**config.mk**
```make
export PLATFORM = sky130hd
export DESIGN_NAME = divider_unit
export DESIGN_NICKNAME = d
export VERILOG_FILES = /design/src/rtl/divider_unit.sv
export SDC_FILE = /design/constraint.sdc
export NUM_CORES = 1
export LEC_CHECK = 0
export CAP_MARGIN = 40
export CELL_PAD_IN_SITES_DETAIL_PLACEMENT = 1
export CELL_PAD_IN_SITES_GLOBAL_PLACEMENT = 1
export CORE_MARGIN = 2
export CORE_UTILIZATION = 47
export CTS_BUF_LIST = sky130_fd_sc_hd__clkbuf_2
export DETAILED_ROUTE_END_ITERATION = 6
export PLACE_DENSITY_LB_ADDON = 0.1
export SLEW_MARGIN = 20
export SYNTH_ARGS = -nofsm -noshare
export SYNTH_HDL_FRONTEND = slang
export SYNTH_SLANG_ARGS = --single-unit
```
**constraint.sdc**
```tcl
create_clock -name clk -period 12.8 [get_ports clk]
set_clock_uncertainty 0.15 [all_clocks]
set_input_delay 3.84 -clock clk [delete_from_list [all_inputs] [get_ports clk]]
set_output_delay 3.84 -clock clk [all_outputs]
set_load 0.1 [all_outputs]
```
**src/rtl/divider_unit.sv**
```systemverilog
// Multi-cycle RV32M divide/remainder unit: radix-2 restoring division over 32 cycles,
// with single-cycle handling of divide-by-zero and signed overflow.
module divider_unit (
    input  logic        clk,
    input  logic        Rst,
    input  logic        start,
    input  logic [1:0]  divsel,
    input  logic [31:0] a,
    input  logic [31:0] b,
    input  logic        flush,
    output logic        busy,
    output logic        done,
    output logic [31:0] res
);

    typedef enum logic [1:0] {
        IDLE = 2'd0,
        CALC = 2'd1,
        DONE = 2'd2
    } state_t;

    state_t      state;
    logic        is_rem;
    logic        neg_q;
    logic        neg_r;
    logic [31:0] q;
    logic [31:0] divisor;
    logic [31:0] rem;
    logic [4:0]  count;

    // Request decode, evaluated on the live operands in IDLE/DONE.
    logic        is_signed;
    logic [31:0] a_abs;
    logic [31:0] b_abs;
    logic        div_by_zero;
    logic        sgn_overflow;
    logic        fast_path;
    logic [31:0] fast_res;
    logic        accept;

    assign is_signed    = ~divsel[0];
    assign a_abs        = (is_signed && a[31]) ? -a : a;
    assign b_abs        = (is_signed && b[31]) ? -b : b;
    assign div_by_zero  = (b == 32'd0);
    assign sgn_overflow = is_signed && (a == 32'h8000_0000) && (b == 32'hFFFF_FFFF);
    assign fast_path    = div_by_zero || sgn_overflow;
    assign fast_res     = divsel[1] ? (div_by_zero ? a : 32'd0)
                                    : (div_by_zero ? 32'hFFFF_FFFF : 32'h8000_0000);
    assign accept       = ((state == IDLE) || (state == DONE)) && start && !flush;

    // One restoring step; the 33-bit partial remainder keeps the compare exact.
    logic [32:0] rem_t;
    logic        ge;
    logic [31:0] rem_next;
    logic [31:0] q_next;

    assign rem_t    = {rem, q[31]};
    assign ge       = (rem_t >= {1'b0, divisor});
    assign rem_next = ge ? 32'(rem_t - {1'b0, divisor}) : rem_t[31:0];
    assign q_next   = {q[30:0], ge};

    // Sign fix-up applied to the values produced by the final iteration.
    logic [31:0] quot_fin;
    logic [31:0] rem_fin;
    logic [31:0] fin_res;

    assign quot_fin = neg_q ? -q_next : q_next;
    assign rem_fin  = neg_r ? -rem_next : rem_next;
    assign fin_res  = is_rem ? rem_fin : quot_fin;

    // NOTE: all state here is updated with non-blocking assignments so every register
    // samples the pre-edge values; blocking would chain the iteration within one edge.
    always_ff @(posedge clk or posedge Rst) begin
        if (Rst) begin
            state   <= IDLE;
            busy    <= 1'b0;
            done    <= 1'b0;
            res     <= 32'd0;
            is_rem  <= 1'b0;
            neg_q   <= 1'b0;
            neg_r   <= 1'b0;
            q       <= 32'd0;
            divisor <= 32'd0;
            rem     <= 32'd0;
            count   <= 5'd0;
        end else begin
            done <= 1'b0;
            case (state)
                IDLE, DONE: begin
                    if (accept) begin
                        is_rem  <= divsel[1];
                        neg_q   <= is_signed & (a[31] ^ b[31]);
                        neg_r   <= is_signed & a[31];
                        q       <= a_abs;
                        divisor <= b_abs;
                        rem     <= 32'd0;
                        count   <= 5'd31;
                        if (fast_path) begin
                            res   <= fast_res;
                            done  <= 1'b1;
                            state <= DONE;
                        end else begin
                            busy  <= 1'b1;
                            state <= CALC;
                        end
                    end else begin
                        state <= IDLE;
                    end
                end
                CALC: begin
                    if (flush) begin
                        busy  <= 1'b0;
                        state <= IDLE;
                    end else begin
                        rem   <= rem_next;
                        q     <= q_next;
                        count <= count - 5'd1;
                        if (count == 5'd0) begin
                            res   <= fin_res;
                            done  <= 1'b1;
                            busy  <= 1'b0;
                            state <= DONE;
                        end
                    end
                end
                default: begin
                    busy  <= 1'b0;
                    state <= IDLE;
                end
            endcase
        end
    end

endmodule

```
==> reports/metrics.csv, run 1 <==
stage,metric,value,unit
synthesis,asr flop ratio synth,1.00,
global_routing,first-pass GRT wire length,68500,um
synthesis,ys flop type,dfrtp_1,
final_layout,Multi-input gate area,0.00774,mm2
run,Max-Cap Viols,0,
placed_design,number of port buffers,103,
setup_path,R2R depth,18,
clocking,CTS Buffer Depth,2,
timing,worst setup margin,6.10,ns
setup_path,CP cell instances,clkdlybuf4s50_1 -> ha_1 -> nand4_1 -> nor4_1 -> nand3_1 -> nor4_1 -> a31oi_1 -> o21ai_4 -> buf_4 -> mux2_2,
synthesis,Mean Syn Cell Area,7.98,um2
clocking,CTS tree,done,
clocking,Worst-path clk slew,0.24,ns
pwr,pwr/cell area,223,mW/mm2
synthesis,dominant cell type by area after synthesis,dfrtp_1,
synthesis,"EDFF count, synth",0,
timing,Final Hold Vio Count,0,
min_path,Hold Crit Class,flop to flop,
synthesis,largest family of logic cells by synthesized area,compound AO/OA/AOI/OAI gates,
setup_path,max incr delay on CP,0.56,ns
die,Die X,163,um
clocking,CTS Sinks,140,
synthesis,Synth cell types,94,
synthesis,"Seq/Total Area, Yosys",0.295,
clocking,post_cts resized,0,
setup_path,crit path from,b[1],
global_routing,vias in the first global route,12300,
final_layout,FF+latch area,0.00350,mm2
synthesis,post-synthesis xor/xnor area fraction,0.0995,
final_layout,fillers,3056,
die,row count,58,
timing,Tightest Pin Transition,0.800,ns
setup_path,most frequent CP cell,nor4_1,
final_layout,fin cells,1917,
synthesis,Mapped Nets,1597,
clocking,clock root cell,clkbuf_2,
synthesis,synth cell count leaders,"o21ai_0, nand2_1, dfrtp_1",
clocking,CTS Hold Bufs,0,
global_routing,overflow left after global routing,0,
final_layout,fin util,0.556,
timing,RSZ-0062 raised after global routing,no,
setup_path,Crit Path Max Fanout,61,
timing,Tmin final,6.70,ns
placed_design,Detail Placement HPWL,32800,um
timing,setup tns final,0,ns
setup_path,required time of the critical path,13.40,ns
detailed_routing,total routed wirelength,43300,um
timing,Final period util,0.524,
placed_design,dpl cells,1881,
detailed_routing,1st-pass router iterations,6,
detailed_routing,DRC,0,
setup_path,slowest CP cell,buf_4,
final_layout,synthesis-to-finish area growth,17.0,%
setup_path,CP Capture Type,flop,
setup_path,reg2reg start,rem[8],
clocking,CTS Buf Count,17,
detailed_routing,DRT antenna net count,0,
pwr,Leak,0.00557,uW
synthesis,synthesis-stage register bit count,140,
run_status,status,completed,
global_routing,Overall Global Routing Usage,0.330,
synthesis,mux contribution to synthesized area,0.0258,
detailed_routing,Avg WL per Cell,22.6,um
global_routing,largest net degree at the start of global routing,99,
timing,Max Slew Vio Count,0,
detailed_routing,via count,12100,
synthesis,Yosys top cell area share,0.295,
synthesis,top-count cell post-synth,o21ai_0,
detailed_routing,drt via density,6.33,
timing,Achievable Freq,149,MHz
placed_design,Placer Congestion,0.913,
timing,Slew HR,0.462,
setup_path,internal reg-to-reg setup slack,6.47,ns
synthesis,Compound-Gate Fraction of Synth Area,0.287,
die,Initial Util,0.476,
clocking,Clock Latency Late Sink,0.85,ns
pwr,peak supply drop,0.124,mV
die,die footprint,0.0266,mm2
die,Core Region,0.0250,mm2
setup_path,crit path kind,input port to flop,
final_layout,nets@finish,1682,
final_layout,fraction of layout cells with a size suffix above 1,0.0845,
synthesis,Yosys warnings,0,
detailed_routing,DR iter-0 viols,926,
setup_path,crit path launch type,input port,
die,Ports,104,
setup_path,Critical Path End,res[19],
synthesis,post-synthesis cell count,1488,
clocking,H-tree depth,4,
synthesis,Post-Syn Area,0.0119,mm2
synthesis,Adder-Cell Fraction of Synth Area,0.0417,
global_routing,initial antenna violation count,1,
synthesis,Synth Area in Simple Gates,0.195,
setup_path,reg2reg end,res[24],
synthesis,Synth area leaders,"dfrtp_1, o21ai_0, xnor2_1, nand2_1, xor2_1",
timing,final setup fails,0,
die,chip height,163,um
clocking,post-CTS setup buffer count,0,
setup_path,Critical Path AT,7.30,ns
placed_design,Setup WS pre-CTS,5.30,ns
-- through the flow --
stage | power [uW] | area [um2] | hold WS, ns
global route | 3310 | 13900 | 0.387
floorplan | 2230 | 11900 | 0.300
CTS | 3060 | 13800 | 0.368
global placement | 2720 | 13100 | 0.312
finish | 3090 | 13900 | 0.364
detailed placement | 2780 | 13600 | 0.321
-- area by class of cell --
cell class	instances	share of cell area
inverters	67	0.0188
flip-flops and latches	140	0.252
clock buffers	17	0.00612
repair buffers	155	0.126
well taps	330	0.0297
clock inverters	15	0.00937
diodes	1	0.000180
multi-input cells	1192	0.557
-- flip-flops by register name (all words and copies together) (netlist names) --
register	cells
busy	1
count	5
divisor	32
done	1
is_rem	1
neg_q	1
neg_r	1
q	32
rem	32
res	32
state	2
-- layer usage --
metal,vias to the layer above,part of all wire,track usage
met5,-,0,0
met4,0,0.023,0.0949
met3,76,0.053,0.0438
met2,373,0.49,0.561
met1,6053,0.44,0.439
li1,5629,-,-
-- cells in the final DEF (no fill, tap or decap), types with 12 or more instances in the layout --
| master | count |
|---|---|
| o31ai_1 | 26 |
| xor2_1 | 62 |
| buf_8 | 32 |
| a22oi_1 | 32 |
| nand2b_1 | 12 |
| a21oi_1 | 86 |
| xnor2_1 | 73 |
| nand3_1 | 25 |
| nor3_1 | 28 |
| nor4_1 | 21 |
| or4_1 | 14 |
| clkbuf_2 | 17 |
| nand4_1 | 25 |
| dfrtp_1 | 140 |
| or3_1 | 12 |
| inv_1 | 63 |
| clkdlybuf4s50_1 | 103 |
| a21o_1 | 19 |
| nor2_1 | 100 |
| ha_1 | 38 |
| mux2i_1 | 28 |
| a31oi_1 | 30 |
| nand2_1 | 167 |
| buf_4 | 15 |
| o211ai_1 | 28 |
| a211oi_1 | 12 |
| o21ai_0 | 177 |
-- worst max-delay path, delay by kind of cell --
family / cells / cell delay, ns
multiplexers: 1 / 0.41
AND/OR/NAND/NOR: 4 / 1.23
buffers and inverters: 2 / 1.11
AO/OA/AOI/OAI: 2 / 0.47
adder cells (fa/ha/maj): 1 / 0.18
-- report_power, final --
group	leakage [uW]	total, uW	internal [uW]	switching, uW
Sequential	0.00179	696	542	154
Combinational	0.00365	2130	745	1380
Clock	0.000132	269	58.9	210
Total	0.00557	3090	1350	1750
-- cells by family after synthesis --
kind of cell               count (synthesis)
AOI/OAI and AO/OA                        523
xor gates and xnor gates                 135
adders and majority gates                 39
buffers and inverters                    156
DFF                                      140
muxes                                     30
and+or+nand+nor                          465
-- worst min-delay path by stage --
| stage | start | endpoint | slack [ns] | cells after the start |
|---|---|---|---|---|
| 2_1_floorplan | divisor[10] | divisor[10] | 0.30 | 2 |
| 3_3_place_gp | divisor[17] | divisor[17] | 0.31 | 2 |
| 3_5_place_dp | divisor[30] | divisor[30] | 0.32 | 2 |
| 4_1_cts | divisor[30] | divisor[30] | 0.37 | 2 |
| 5_1_grt | divisor[30] | divisor[30] | 0.39 | 2 |
| 6_report | divisor[30] | divisor[30] | 0.36 | 2 |
Power figures use the tool's default switching activity.
==> run 2: changes to the inputs <==
--- a/config.mk
+++ b/config.mk
@@ -9,7 +9,7 @@
 export CELL_PAD_IN_SITES_DETAIL_PLACEMENT = 1
 export CELL_PAD_IN_SITES_GLOBAL_PLACEMENT = 1
 export CORE_MARGIN = 2
-export CORE_UTILIZATION = 47
+export CORE_UTILIZATION = 41
 export CTS_BUF_LIST = sky130_fd_sc_hd__clkbuf_2
 export DETAILED_ROUTE_END_ITERATION = 6
 export PLACE_DENSITY_LB_ADDON = 0.1
==> constraint.sdc (replaced) <==
create_clock -name clk -period 5.6 [get_ports clk]
set_clock_uncertainty 0.15 [all_clocks]
set_input_delay 1.68 -clock clk [delete_from_list [all_inputs] [get_ports clk]]
set_output_delay 1.68 -clock clk [all_outputs]
set_load 0.1 [all_outputs]
==> run 2 against run 1 <==
  * Register-to-register slack worse by 6.2 ns
  * Design area increased by 2.3%
  * Core utilization fell by 6.0 points
  * Largest cell class unchanged
==> reports/metrics.csv, run 2 (synthesis results as in run 1) <==
stage,metric,value,unit,change
detailed_routing,DRC,0,,unchanged
pwr,Flop pwr share,0.214,,was 0.225
timing,Slew HR,0.474,,was 0.462
timing,Tightest Pin Transition,0.782,ns,was 0.800 ns
final_layout,synthesis-to-finish area growth,19.7,%,was 17.0%
final_layout,"commonest non-fill, non-tap cell in the layout",o21ai_0,,unchanged
min_path,hold path cells,2,,unchanged
pwr,switching part of the total power,0.556,,was 0.565
clocking,clock root cell,clkbuf_2,,unchanged
detailed_routing,drt via density,6.00,,was 6.33
setup_path,CP Capture Type,flop,,unchanged
detailed_routing,via count,12000,,was 12100
min_path,Hold Crit Class,flop to flop,,unchanged
timing,final setup fails,0,,unchanged
global_routing,Overall Global Routing Usage,0.300,,was 0.330
min_path,worst hold path startpoint,divisor[21],,was divisor[30]
timing,Achievable Freq,188,MHz,
placed_design,Placer Congestion,0.960,,was 0.913
final_layout,nets@finish,1706,,was 1682
global_routing,largest net degree at the start of global routing,64,,was 99
clocking,Worst-path clk slew,0.26,ns,was 0.24 ns
clocking,CTS Sinks,140,,unchanged
die,Core Region,0.0286,mm2,was 0.0250 mm2
detailed_routing,total routed wirelength,44800,um,was 43300 um
pwr,switching power,4050,uW,was 1750 uW
detailed_routing,DR iter-0 viols,785,,was 926
pwr,Leak,0.00568,uW,was 0.00557 uW
detailed_routing,DRT antenna net count,0,,unchanged
die,row count,62,,was 58
clocking,H-tree depth,4,,unchanged
timing,RSZ-0062 raised after global routing,no,,unchanged
detailed_routing,Avg WL per Cell,22.5,um,was 22.6 um
pwr,peak supply drop,0.310,mV,was 0.124 mV
clocking,CTS Buf Count,17,,unchanged
clocking,CTS Hold Bufs,0,,unchanged
timing,Final period util,0.948,,
pwr,logic gate share of total power,0.697,,was 0.688
timing,Max Slew Vio Count,0,,unchanged
pwr,Pint,3230,uW,was 1350 uW
setup_path,R2R depth,18,,unchanged
die,die footprint,0.0303,mm2,was 0.0266 mm2
run_status,status,completed,,unchanged
setup_path,reg2reg start,rem[18],,was rem[8]
die,Ports,104,,unchanged
setup_path,crit path kind,flop to flop,,was input port to flop
die,chip height,174,um,was 163 um
global_routing,vias in the first global route,12400,,was 12300
setup_path,Crit Path Max Fanout,8,,was 61
die,Initial Util,0.415,,was 0.476
setup_path,required time of the critical path,6.13,ns,was 13.40 ns
run,Max-Cap Viols,0,,unchanged
timing,Final Hold Vio Count,0,,unchanged
timing,WHS,0.360,ns,was 0.364 ns
final_layout,fraction of layout cells with a size suffix above 1,0.104,,was 0.0845
pwr,Clock power frac,0.089,,was 0.087
setup_path,internal reg-to-reg setup slack,0.29,ns,was 6.47 ns
clocking,Clock Latency Late Sink,0.77,ns,was 0.85 ns
setup_path,crit path launch type,flop,,was input port
setup_path,reg2reg end,res[30],,was res[24]
global_routing,first-pass GRT wire length,71300,um,was 68500 um
timing,Tmin final,5.31,ns,
pwr,pwr/cell area,512,mW/mm2,was 223 mW/mm2
setup_path,Critical Path AT,5.84,ns,was 7.30 ns
global_routing,overflow left after global routing,0,,unchanged
min_path,Hold Crit Endpoint,divisor[21],,was divisor[30]
placed_design,Detail Placement HPWL,35000,um,was 32800 um
timing,setup tns final,0,ns,unchanged
die,Die X,174,um,was 163 um
clocking,CTS tree,done,,unchanged
clocking,CTS Buffer Depth,2,,unchanged
detailed_routing,1st-pass router iterations,7,,was 6
placed_design,number of port buffers,103,,unchanged
final_layout,fillers,3452,,was 3056
global_routing,initial antenna violation count,2,,was 1
final_layout,most frequent cells in the layout,"o21ai_0, nand2_1, dfrtp_1, clkdlybuf4s50_1, nor2_1",,unchanged
run 2: worst max path at each step:
stage                     startpoint       to  slack [ns]  depth (start not counted)
after global placement          a[4]    q[31]        0.12                         11
after detailed placement        a[4]    q[31]        0.03                         11
after global routing         rem[18]  res[30]       0.006                         18
after CTS                     rem[4]  res[30]        0.22                         18
final                        rem[18]  res[30]        0.29                         18
after floorplan                  Rst     busy        0.02                          1
run 2: power groups by stage:
stage	logic (uW)	registers, uW	clock network [uW]
after floorplan	3600	1490	0
after global placement	4880	1570	0
after detailed placement	4990	1570	0
after CTS	5020	1550	657
after global routing	5540	1600	702
final	5080	1560	646
run 2: stage by stage:
stage / instance area [um2] / instances / setup WS [ns] / util / power, uW
after detailed placement: 13900 / 1961 / 0.0251 / 0.487 / 6560
after CTS: 14200 / 1993 / 0.219 / 0.495 / 7230
after global placement: 13400 / 1924 / 0.120 / 0.467 / 6440
final: 14200 / 1995 / 0.290 / 0.497 / 7280
after global routing: 14200 / 1995 / 0.00627 / 0.497 / 7830
after floorplan: 11900 / 1488 / 0.0171 / - / 5090
run 2: cell type report:
cell class,count,area [um2],share of cell area
clock buffer,18,90.1,0.00634
tap,384,480,0.0338
antenna,1,2.50,0.000176
timing repair buffer,179,1960,0.138
sequential,140,3500,0.246
inverter,67,262,0.0184
clock inverter,14,145,0.0102
multi-input combinational,1192,7770,0.547
run 2: repair_timing:
item | CTS | global route
hold endpoints to repair | 0 | 0
buffers inserted | 0 | 1
endpoints found under the setup margin | 0 | 6
resized for setup | 0 | 9
run 2: metal layers:
layer / share of wire / global-route usage / wire [um] / up-vias
met4: 0.030 / 0.103 / 1340 / 0
met5: 0 / 0 / 0 / -
met2: 0.47 / 0.492 / 20900 / 297
met3: 0.041 / 0.0427 / 1860 / 72
li1: - / - / - / 5668
met1: 0.46 / 0.405 / 20800 / 5930
run 2: worst max-delay path, cell delays in order, from the launching register on:
cell and delay (ns):
dfrtp_1 0.53, ha_1 0.49, nand4_2 0.22, nor4_2 0.33, a21oi_1 0.17, o311a_4 0.38, nand2_8 0.09, inv_6 0.03
mux2i_1 0.24, ha_1 0.23, nand2_1 0.08, or3_1 0.33, or3_1 0.37, nand2b_1 0.21, o32a_1 0.39, nor4_4 0.42
nand2_2 0.09, mux2_4 0.30, a31oi_1 0.15
